===== src/rtl/lock_seq_if.sv =====
// Command/result bundle for lock_seq_monitor.
// Master drives commands and clear; slave returns readiness, results and status.
interface lock_seq_if #(
  parameter int NLOCKS = 4,
  parameter int CNTW   = 16
);
  logic                  cmd_valid;
  logic [2*NLOCKS-1:0]   cmd;
  logic                  cmd_ready;
  logic                  clear;
  logic                  out_valid;
  logic [NLOCKS:0]       out;
  logic [NLOCKS-1:0]     locks;
  logic                  fault;
  logic [NLOCKS-1:0]     bad_mask;
  logic [CNTW-1:0]       fault_step;
  logic [CNTW-1:0]       step;
  logic                  state_dbg;

  // Handshake: a command transfers on a rising edge where cmd_valid && cmd_ready;
  // the source holds cmd stable while cmd_valid is high and cmd_ready is low.
  modport master (
    output cmd_valid, cmd, clear,
    input  cmd_ready, out_valid, out, locks, fault, bad_mask, fault_step, step,
           state_dbg
  );

  modport slave (
    input  cmd_valid, cmd, clear,
    output cmd_ready, out_valid, out, locks, fault, bad_mask, fault_step, step,
           state_dbg
  );
endinterface


===== src/rtl/lock_seq_monitor.sv =====
// Sequential lock-command monitor: holds lock state, applies one command per
// handshake, and latches the first illegal command until clear or reset.
module lock_seq_monitor #(
  parameter int                NLOCKS     = 4,
  parameter logic [NLOCKS-1:0] INIT_LOCKS = '0,
  parameter int                CNTW       = 16
) (
  input  logic        clk,
  input  logic        rst,
  lock_seq_if.slave   bus
);

  typedef enum logic {RUN = 1'b0, FAULT = 1'b1} state_t;

  state_t              state_q, state_d;
  logic [NLOCKS-1:0]   locks_q, locks_d;
  logic                fault_q, fault_d;
  logic [NLOCKS-1:0]   bad_q, bad_d;
  logic [CNTW-1:0]     fstep_q, fstep_d;
  logic [CNTW-1:0]     step_q, step_d;
  logic                out_valid_q, out_valid_d;
  logic [NLOCKS:0]     out_q, out_d;

  logic [NLOCKS-1:0]   bad, upd;
  logic                accept;

  // Combinational checker: a lock is bad when a non-skipped op repeats its state.
  always_comb begin
    bad = '0;
    upd = '0;
    for (int i = 0; i < NLOCKS; i++) begin
      bad[i] = !bus.cmd[2*i+1] && (bus.cmd[2*i] == locks_q[i]);
      upd[i] = bus.cmd[2*i+1] ? locks_q[i] : bus.cmd[2*i];
    end
  end

  assign bus.cmd_ready = (state_q == RUN) && !bus.clear && !rst;
  assign accept        = bus.cmd_valid && bus.cmd_ready;

  always_comb begin
    state_d     = state_q;
    locks_d     = locks_q;
    fault_d     = fault_q;
    bad_d       = bad_q;
    fstep_d     = fstep_q;
    step_d      = step_q;
    out_valid_d = 1'b0;
    out_d       = out_q;
    if (bus.clear) begin
      state_d = RUN;
      locks_d = INIT_LOCKS;
      fault_d = 1'b0;
      bad_d   = '0;
      fstep_d = '0;
      step_d  = '0;
      out_d   = '0;
    end else if (accept) begin
      out_valid_d = 1'b1;
      if (|bad) begin
        // Illegal command is applied to no lock, not even the legal ones.
        state_d = FAULT;
        fault_d = 1'b1;
        bad_d   = bad;
        fstep_d = step_q;
        out_d   = {1'b1, locks_q};
      end else begin
        locks_d = upd;
        step_d  = (step_q == {CNTW{1'b1}}) ? step_q : step_q + 1'b1;
        out_d   = {1'b0, upd};
      end
    end
  end

  always_ff @(posedge clk) begin
    if (rst) begin
      state_q     <= RUN;
      locks_q     <= INIT_LOCKS;
      fault_q     <= 1'b0;
      bad_q       <= '0;
      fstep_q     <= '0;
      step_q      <= '0;
      out_valid_q <= 1'b0;
      out_q       <= '0;
    end else begin
      state_q     <= state_d;
      locks_q     <= locks_d;
      fault_q     <= fault_d;
      bad_q       <= bad_d;
      fstep_q     <= fstep_d;
      step_q      <= step_d;
      out_valid_q <= out_valid_d;
      out_q       <= out_d;
    end
  end

  assign bus.out_valid  = out_valid_q;
  assign bus.out        = out_q;
  assign bus.locks      = locks_q;
  assign bus.fault      = fault_q;
  assign bus.bad_mask   = bad_q;
  assign bus.fault_step = fstep_q;
  assign bus.step       = step_q;
  assign bus.state_dbg  = state_q;

endmodule

===== src/flat_wrapper.sv =====
// flat-port wrapper written by rule: the top's interface ports become plain ports
module lock_seq_monitor_flat 
#(
  parameter int                NLOCKS     = 4,
  parameter logic [NLOCKS-1:0] INIT_LOCKS = '0,
  parameter int                CNTW       = 16
)
  (clk, rst, bus_cmd_valid, bus_cmd, bus_clear, bus_cmd_ready, bus_out_valid, bus_out, bus_locks, bus_fault, bus_bad_mask, bus_fault_step, bus_step, bus_state_dbg);
  lock_seq_if #(.NLOCKS(NLOCKS), .CNTW(CNTW)) bus_i ();
  input  logic clk;
  input  logic rst;
  input wire logic [$bits(bus_i.cmd_valid)-1:0] bus_cmd_valid;
  input wire logic [$bits(bus_i.cmd)-1:0] bus_cmd;
  input wire logic [$bits(bus_i.clear)-1:0] bus_clear;
  output wire logic [$bits(bus_i.cmd_ready)-1:0] bus_cmd_ready;
  output wire logic [$bits(bus_i.out_valid)-1:0] bus_out_valid;
  output wire logic [$bits(bus_i.out)-1:0] bus_out;
  output wire logic [$bits(bus_i.locks)-1:0] bus_locks;
  output wire logic [$bits(bus_i.fault)-1:0] bus_fault;
  output wire logic [$bits(bus_i.bad_mask)-1:0] bus_bad_mask;
  output wire logic [$bits(bus_i.fault_step)-1:0] bus_fault_step;
  output wire logic [$bits(bus_i.step)-1:0] bus_step;
  output wire logic [$bits(bus_i.state_dbg)-1:0] bus_state_dbg;
  assign bus_i.cmd_valid = bus_cmd_valid;
  assign bus_i.cmd = bus_cmd;
  assign bus_i.clear = bus_clear;
  assign bus_cmd_ready = bus_i.cmd_ready;
  assign bus_out_valid = bus_i.out_valid;
  assign bus_out = bus_i.out;
  assign bus_locks = bus_i.locks;
  assign bus_fault = bus_i.fault;
  assign bus_bad_mask = bus_i.bad_mask;
  assign bus_fault_step = bus_i.fault_step;
  assign bus_step = bus_i.step;
  assign bus_state_dbg = bus_i.state_dbg;
  lock_seq_monitor #(.NLOCKS(NLOCKS), .INIT_LOCKS(INIT_LOCKS), .CNTW(CNTW)) u_core (.clk(clk), .rst(rst), .bus(bus_i));
endmodule

===== config.mk =====
export PLATFORM = sky130hd
export DESIGN_NAME = lock_seq_monitor_flat
export DESIGN_NICKNAME = d
export VERILOG_FILES = /design/src/rtl/lock_seq_if.sv /design/src/rtl/lock_seq_monitor.sv /design/src/flat_wrapper.sv
export SDC_FILE = /design/constraint.sdc
export NUM_CORES = 1
export LEC_CHECK = 0
export BUFFER_PORTS_ARGS = -buffer_cell sky130_fd_sc_hd__buf_2
export CAP_MARGIN = 20
export CORE_ASPECT_RATIO = 0.75
export CORE_UTILIZATION = 40
export DETAILED_ROUTE_END_ITERATION = 16
export SYNTH_ARGS = -nofsm -noshare
export SYNTH_HDL_FRONTEND = slang
export SYNTH_SLANG_ARGS = --single-unit

===== constraint.sdc =====
create_clock -name clk -period 2.03 [get_ports clk]
set_input_delay 0.203 -clock clk [delete_from_list [all_inputs] [get_ports clk]]
set_output_delay 0.203 -clock clk [all_outputs]
set_load 0.02 [all_outputs]

== Word-level counts from Yosys, hierarchy flattened ==
Cells that the tools add are included.
W data, S select, Z words.
Storage, ports and cells
  memory bits (read-only): 0
  memories: 0
  bits in writable memories: 0
  logic and storage cells: 40
  latch bits: 0
  bits in registers: 47
Operators by class
  $add $sub $neg: 1
  mux-type cells: 6
  bitwise operators: 3
  shift-type cells: 0
  div/mod/pow operators: 0
  $lt $le $gt $ge: 0
  equality and inequality tests: 5
  reductions and logical operators: 18
  $mul: 0
Operators by type and width (count)
  $add A16 B1 Y16 const B: 1
  $eq A16 B16 Y1 const B: 1
  $logic_and A1 B1 Y1: 7
  $logic_not A1 Y1: 6
  $mux W1: 5
  $mux W5: 1
  $eq A1 B1 Y1: 4
  $reduce_and A2 Y1: 2
  $reduce_or A4 Y1: 1
  $not A1 Y1: 3
  $reduce_and A3 Y1: 1
  $reduce_or A2 Y1: 1

== Logic depth before layout (Yosys ltp) ==
Gate-level depths: netlist of the first run.
  word-level depth: 5
  gate-level depth with buffers: 8

== Worst setup path before layout of the first run ==
OpenSTA, ideal clock, no wires.
  kind: register -> register
  start: reg u_core.step_q[0], in the netlist u_core.bus.step[0]
  end: reg u_core.step_q[9], in the netlist u_core.bus.step[9]
  stages on the path, launching flop included: 8
  path slack: 0.105 ns
  arrival: 1.793 ns
  setup time: 0.132 ns
  cells stage by stage: dfxtp_1 ha_1 nand4_1 or4_1 clkbuf_1 nand4_1 or3_1 a21oi_1
Between the ends
  cells in the longest elaborated chain, start to end: 3
  elaborated cells on any way between the ends: 4
RTL lines
  from (decl): line lock_seq_monitor.sv:20  | logic [CNTW-1:0] step_q, step_d;
  from (signal assigned): line lock_seq_monitor.sv:90  | step_q <= step_d;
  parallel branches: the longest is 3 deep, another holds $add A16 B1 Y16
Parallel ways; which one is timed is not known.
A chain may end at the register's enable or synchronous reset.

==> impl_metrics.csv, run 1 <==
group,metric,value,unit
global_routing,overflow,0,
synthesis,synth_top_cell_area_share,44.6,%
critical_path,worstSetupPathType,"flip-flop to flip-flop",
synthesis,synthTopCellsByArea,"dfxtp_1, nand2_1, mux2i_1",
floorplan,pin_count,61,
global_routing,grt_max_degree,30,
power_and_ir_drop,internal_power,1220,µW
place,post-place-cells,388,
final_layout,instances_no_fill,396,
floorplan,dieArea,0.00557,mm²
power_and_ir_drop,irDropWorstVdd,0.000299,V
place,routabilityCongestion,0.883,
power_and_ir_drop,power.share.sequential,57.4,%
cts,clock_latency,0.30,ns
critical_path,worstPathMaxFanout,7,
synthesis,yosysSeqAreaShare,44.6,%
critical_path,r2r_start,"u_core.bus.fault$_SDFFE_PP0P_",
cts,cts_htree_levels,2,
timing,rsz0062_at_grt,"no",
timing,finalHoldViolCount,0,
synthesis,synth_common_cells,"nand2_1, dfxtp_1, o21ai_0",
synthesis,async_reset_ff_share,0,%
power_and_ir_drop,p_sw_share,25.0,%
synthesis,synthesis.nets,268,
cts,post_cts_buffers,0,
critical_path,required,2.27,ns
cts,cts-resized-gates,0,
flow_run,cap_violations,0,
critical_path,end_kind,"flip-flop",
drt,wirelength,5260,µm
place,dpl.hpwl,3900,µm
synthesis,yosysWarnings,0,
cts,cts_hold_buf,0,
timing,finalCritPeriodShare,94.0,%
final_layout,final_util,53.5,%
global_routing,grt_pass1_wl,8870,µm
cts,tritoncts,"yes",
synthesis,ys.flop_type,"dfxtp_1",
timing,holdWs,0.152,ns
timing,timing.fmax,524,MHz
synthesis,syn_inst,255,
timing,timing.final.crit_period,1.91,ns
floorplan,die_w,85.9,µm
power_and_ir_drop,clock_power_share,34.0,%
synthesis,ys_ff_latch,47,
drt,antenna_left,0,
drt,dr_total_vias,2032,
power_and_ir_drop,p_switching,406,µW
final_layout,multi_input_area,0.00108,mm²
global_routing,track_usage,20.3,%
final_layout,final_cell_area,0.00267,mm²
hold_path,hold_start,"bus_cmd[5]",
timing,timing.setup.tns,0,ns
floorplan,core,0.00498,mm²
power_and_ir_drop,leakage,0.00113,µW
drt,drt-vias-per-instance,5.13,
final_layout,nFillCells,506,
final_layout,drive_gt1_share,29.6,%
hold_path,hold_path_class,"input pin to flip-flop",
timing,skew,0.00625,ns
critical_path,r2r_slack,0.12,ns
power_and_ir_drop,pwr-share-comb,8.6,%
critical_path,arrival,2.14,ns
cts,cts.sinks,47,
final_layout,nets,336,
synthesis,syn_area,0.00211,mm²
place,placed_cell_area,0.00257,mm²
synthesis,synth_cell_types,35,
hold_path,min_path_cells,2,
floorplan,initial_core_util,42.3,%
timing,setup_violations,0,
final_layout,seqCellArea,941,µm²
timing,tightest_slew,0.414,ns
power_and_ir_drop,pwr_density_cell,609,mW/mm²
drt,wl_per_cell,13.3,µm
global_routing,grt_antenna_before_repair,0,
hold_path,min_to,"u_core.bus.bad_mask[2]$_SDFFE_PP0P_",
run_status,status,"finished, final reports clean",
floorplan,rows,22,
critical_path,critPathLaunchType,"flip-flop",
synthesis,yosysTopAreaCell,"dfxtp_1",
place,port_buffers,60,
drt,dr.pass1.iters,4,
drt,drtIter0Drc,159,
floorplan,die_h,64.9,µm
cts,clock_path_buffers,2,
synthesis,syn_avg_cell_area,8.27,µm²
synthesis,synth-edff-count,0,
timing,slew_headroom,72.4,%
cts,cts_buffers,5,
cts,cts-root-buf,"clkbuf_8",
final_layout,area_growth,26.5,%
drt,drc,0,
global_routing,grt_pass1_vias,1837,
synthesis,yosysMostFrequentCell,"nand2_1",
critical_path,worstRegToRegCells,5,
timing,final_max_slew_viol_count,0,
critical_path,r2r_end,"u_core.bus.step[4]$_SDFFE_PP0P_",
cts,clk_pin_slew,0.09,ns
final_layout,n_antenna_cell,0,
worst max-delay path by stage:
stage	start	end	slack (ns)	depth (start not counted)
global placement	bus_clear	u_core.bus.step[8]$_SDFFE_PP0P_	0.11	7
floorplan	u_core.bus.step[0]$_SDFFE_PP0P_	u_core.bus.step[9]$_SDFFE_PP0P_	0.10	7
CTS	u_core.bus.fault$_SDFFE_PP0P_	u_core.bus.step[8]$_SDFFE_PP0P_	0.07	6
detailed placement	bus_clear	u_core.bus.step[8]$_SDFFE_PP0P_	0.09	7
finish	u_core.bus.fault$_SDFFE_PP0P_	u_core.bus.step[4]$_SDFFE_PP0P_	0.12	5
global route	u_core.bus.fault$_SDFFE_PP0P_	u_core.bus.step[7]$_SDFFE_PP0P_	0.003	5
cell type report:
cell class / count / share of cell area (%)
clock inverters: 2 / 0.469
multi-input cells: 187 / 40.5
clock buffers: 6 / 2.72
well taps: 72 / 3.38
inverters: 3 / 0.610
repair buffers: 79 / 17.1
flip-flops and latches: 47 / 35.3
sequential cells by signal (all words and copies together), names as in the netlist:
register and count:
u_core.bus.bad_mask 4, u_core.bus.fault 1, u_core.bus.fault_step 16, u_core.bus.locks 4, u_core.bus.out 5, u_core.bus.out_valid 1, u_core.bus.step 16
metal layers:
layer / vias to the layer above / global-route usage [%] / share of wire [%]
li1: 1036 / - / -
met1: 920 / 30.1 / 53
met2: 69 / 29.9 / 39
met3: 7 / 3.82 / 6.7
met4: 0 / 5.00 / 0.84
met5: - / 0 / 0
cell usage in the layout (no fill, tap or decap), types with 2 or more instances in the layout:
cell type,synthesis,final
o32ai_1,2,2
o31ai_1,3,3
mux2i_1,16,16
inv_1,2,2
nand2_1,53,53
a31o_2,2,2
a21oi_1,11,11
buf_2,4,60
or4_1,4,4
o22ai_1,2,2
clkbuf_8,0,5
or2_2,2,2
dfxtp_1,47,47
nand4_1,8,8
nor3_1,5,5
nor4_1,9,8
buf_4,1,18
nand3_1,4,4
or3_1,8,8
o21ai_0,25,25
nor2_1,16,15
and4_1,2,2
xor2_1,4,4
and3_1,2,2
per-stage QoR:
step	setup slack, ns	total power, µW
floorplan	0.105	1040
global placement	0.110	1090
detailed placement	0.0940	1090
CTS	0.0698	1640
global route	0.00276	1690
finish	0.121	1620
worst max-delay path: stages (launching register included):
cell      delay [ns]
dfxtp_1         0.34
or4b_1          0.68
clkinv_4        0.14
nand4_4         0.13
or4_1           0.41
a21oi_1         0.14
cell families (layout without fill, tap and decap cells):
| kind of cell | Yosys count | after routing | share of synthesized area (%) |
|---|---|---|---|
| and+or+nand+nor | 118 | 118 | 27.8 |
| AOI/OAI and AO/OA | 48 | 48 | 13.0 |
| DFF | 47 | 47 | 44.6 |
| buffers and inverters | 21 | 90 | 4.75 |
| muxes | 16 | 16 | 7.59 |
| xor gates and xnor gates | 4 | 4 | 1.66 |
| adders and majority gates | 1 | 1 | 0.593 |
power by group through the flow:
stage	combinational, µW	sequential, µW	clock [µW]
2_1_floorplan	75.6	963	0
3_3_place_gp	137	953	0
3_5_place_dp	138	954	0
4_1_cts	138	932	565
5_1_grt	154	933	606
6_report	140	932	552
No activity file was read; power rests on OpenSTA's default activity.
==> run 2, diff against run 1 <==
--- a/config.mk
+++ b/config.mk
@@ -10,6 +10,7 @@
 export CORE_ASPECT_RATIO = 0.75
 export CORE_UTILIZATION = 40
 export DETAILED_ROUTE_END_ITERATION = 16
+export MAX_ROUTING_LAYER = met4
 export SYNTH_ARGS = -nofsm -noshare
 export SYNTH_HDL_FRONTEND = slang
 export SYNTH_SLANG_ARGS = --single-unit
==> run 2 against run 1 <==
Clock skew about the same. Setup slack worse by 0.013 ns. Via count unchanged. Total power about the same. Sequential share of layout area unchanged. Critical path depth unchanged. Core utilization unchanged. Critical endpoint unchanged. Largest power group unchanged.
==> impl_metrics.csv, run 2 (same netlist as run 1, synthesis figures left out) <==
group,metric,value,unit
timing,finalCritPeriodShare,94.7,%
run_status,status,"finished, final reports clean",
place,place_ws,0.0940,ns
drt,dr_total_vias,2032,
floorplan,dieArea,0.00557,mm²
global_routing,track_usage,20.8,%
drt,antenna_left,0,
cts,cts_buffers,5,
floorplan,die_h,64.9,µm
global_routing,grt_antenna_before_repair,0,
final_layout,drive_gt1_share,29.6,%
hold_path,min_path_cells,2,
floorplan,rows,22,
final_layout,final_util,53.5,%
power_and_ir_drop,leakage,0.00113,µW
timing,timing.fmax,520,MHz
cts,cts-resized-gates,0,
final_layout,layout_commonest_cell,"buf_2",
floorplan,die_w,85.9,µm
place,dpl.hpwl,3900,µm
final_layout,nFillCells,506,
cts,post_cts_buffers,0,
global_routing,grt_pass1_wl,8860,µm
timing,timing.setup.tns,0,ns
timing,tightest_slew,0.415,ns
final_layout,n_antenna_cell,0,
final_layout,nets,336,
timing,skew,0.00657,ns
final_layout,area_growth,26.5,%
global_routing,grt_max_degree,30,
cts,cts.sinks,47,
drt,drtIter0Drc,169,
place,routabilityCongestion,0.897,
cts,cts_hold_buf,0,
cts,cts_htree_levels,2,
timing,holdWs,0.152,ns
drt,dr.pass1.iters,4,
critical_path,worstRegToRegCells,5,
flow_run,cap_violations,0,
power_and_ir_drop,irDropWorstVdd,0.000298,V
timing,slew_headroom,72.3,%
cts,clock_latency,0.30,ns
critical_path,required,2.26,ns
power_and_ir_drop,pwr_density_cell,608,mW/mm²
floorplan,pin_count,61,
critical_path,end_kind,"flip-flop",
critical_path,arrival,2.16,ns
timing,final_max_slew_viol_count,0,
floorplan,core,0.00498,mm²
power_and_ir_drop,power,1620,µW
global_routing,overflow,0,
timing,setup_violations,0,
timing,worst_slack,0.108,ns
cts,tritoncts,"yes",
cts,cts-root-buf,"clkbuf_8",
critical_path,worstSetupPathType,"flip-flop to flip-flop",
cts,clk_pin_slew,0.09,ns
timing,finalHoldViolCount,0,
critical_path,worstPathMaxFanout,7,
place,port_buffers,60,
drt,drc,0,
critical_path,critPathLaunchType,"flip-flop",
cts,clock_path_buffers,2,
floorplan,initial_core_util,42.3,%
timing,rsz0062_at_grt,"no",
hold_path,hold_path_class,"input pin to flip-flop",
global_routing,grt_pass1_vias,1838,
timing,timing.final.crit_period,1.92,ns
final_layout,final_cell_mix,"buf_2, nand2_1, dfxtp_1",
drt,wirelength,5260,µm
drt,drt-vias-per-instance,5.13,
drt,wl_per_cell,13.3,µm
## run 2: cell counts in the layout (fill, tap and decap cells not counted)
No cell type changed its count.
## run 2: metrics by stage
step	instances	cell area (µm²)
floorplan	255	2110
global route	396	2670
detailed placement	388	2570
finish	396	2670
CTS	396	2660
global placement	388	2570
## run 2: per-layer routing
layer	GRT usage (%)	part of all wire, %
met1	30.1	53
met2	30.0	40
met3	3.82	6.9
met4	5.00	0.86
met5	-	0
## run 2: critical path: stages (launching register included)
cell and delay (ns):
dfxtp_1 0.34, or4b_1 0.68, clkinv_4 0.14, nand4_4 0.13, or4_1 0.42, a21oi_1 0.15
## run 2: final timing paths
path | startpoint | end | slack (ns)
max | u_core.bus.fault$_SDFFE_PP0P_ | u_core.bus.step[4]$_SDFFE_PP0P_ | 0.11
min | bus_cmd[5] | u_core.bus.bad_mask[2]$_SDFFE_PP0P_ | 0.15
max reg2reg | u_core.bus.fault$_SDFFE_PP0P_ | u_core.bus.step[4]$_SDFFE_PP0P_ | 0.11
min reg2reg | u_core.bus.fault_step[8]$_SDFFE_PP0P_ | u_core.bus.fault_step[8]$_SDFFE_PP0P_ | 0.46
## run 2: cell type report
type                            instances  area (µm²)  area share (%)
Clock inverter                          2        12.5           0.469
Sequential cell                        47         941            35.3
Clock buffer                            6        72.6            2.72
Multi-Input combinational cell        187        1080            40.5
Timing Repair Buffer                   79         455            17.1
Inverter                                3        16.3           0.610
Tap cell                               72        90.1            3.38
## run 2: power by group
group,internal (µW),switching [µW],leakage [µW]
Combinational,48.3,91.5,0.000711
Clock,241,310,0.0000412
Sequential,928,3.72,0.000379
Total,1220,405,0.00113
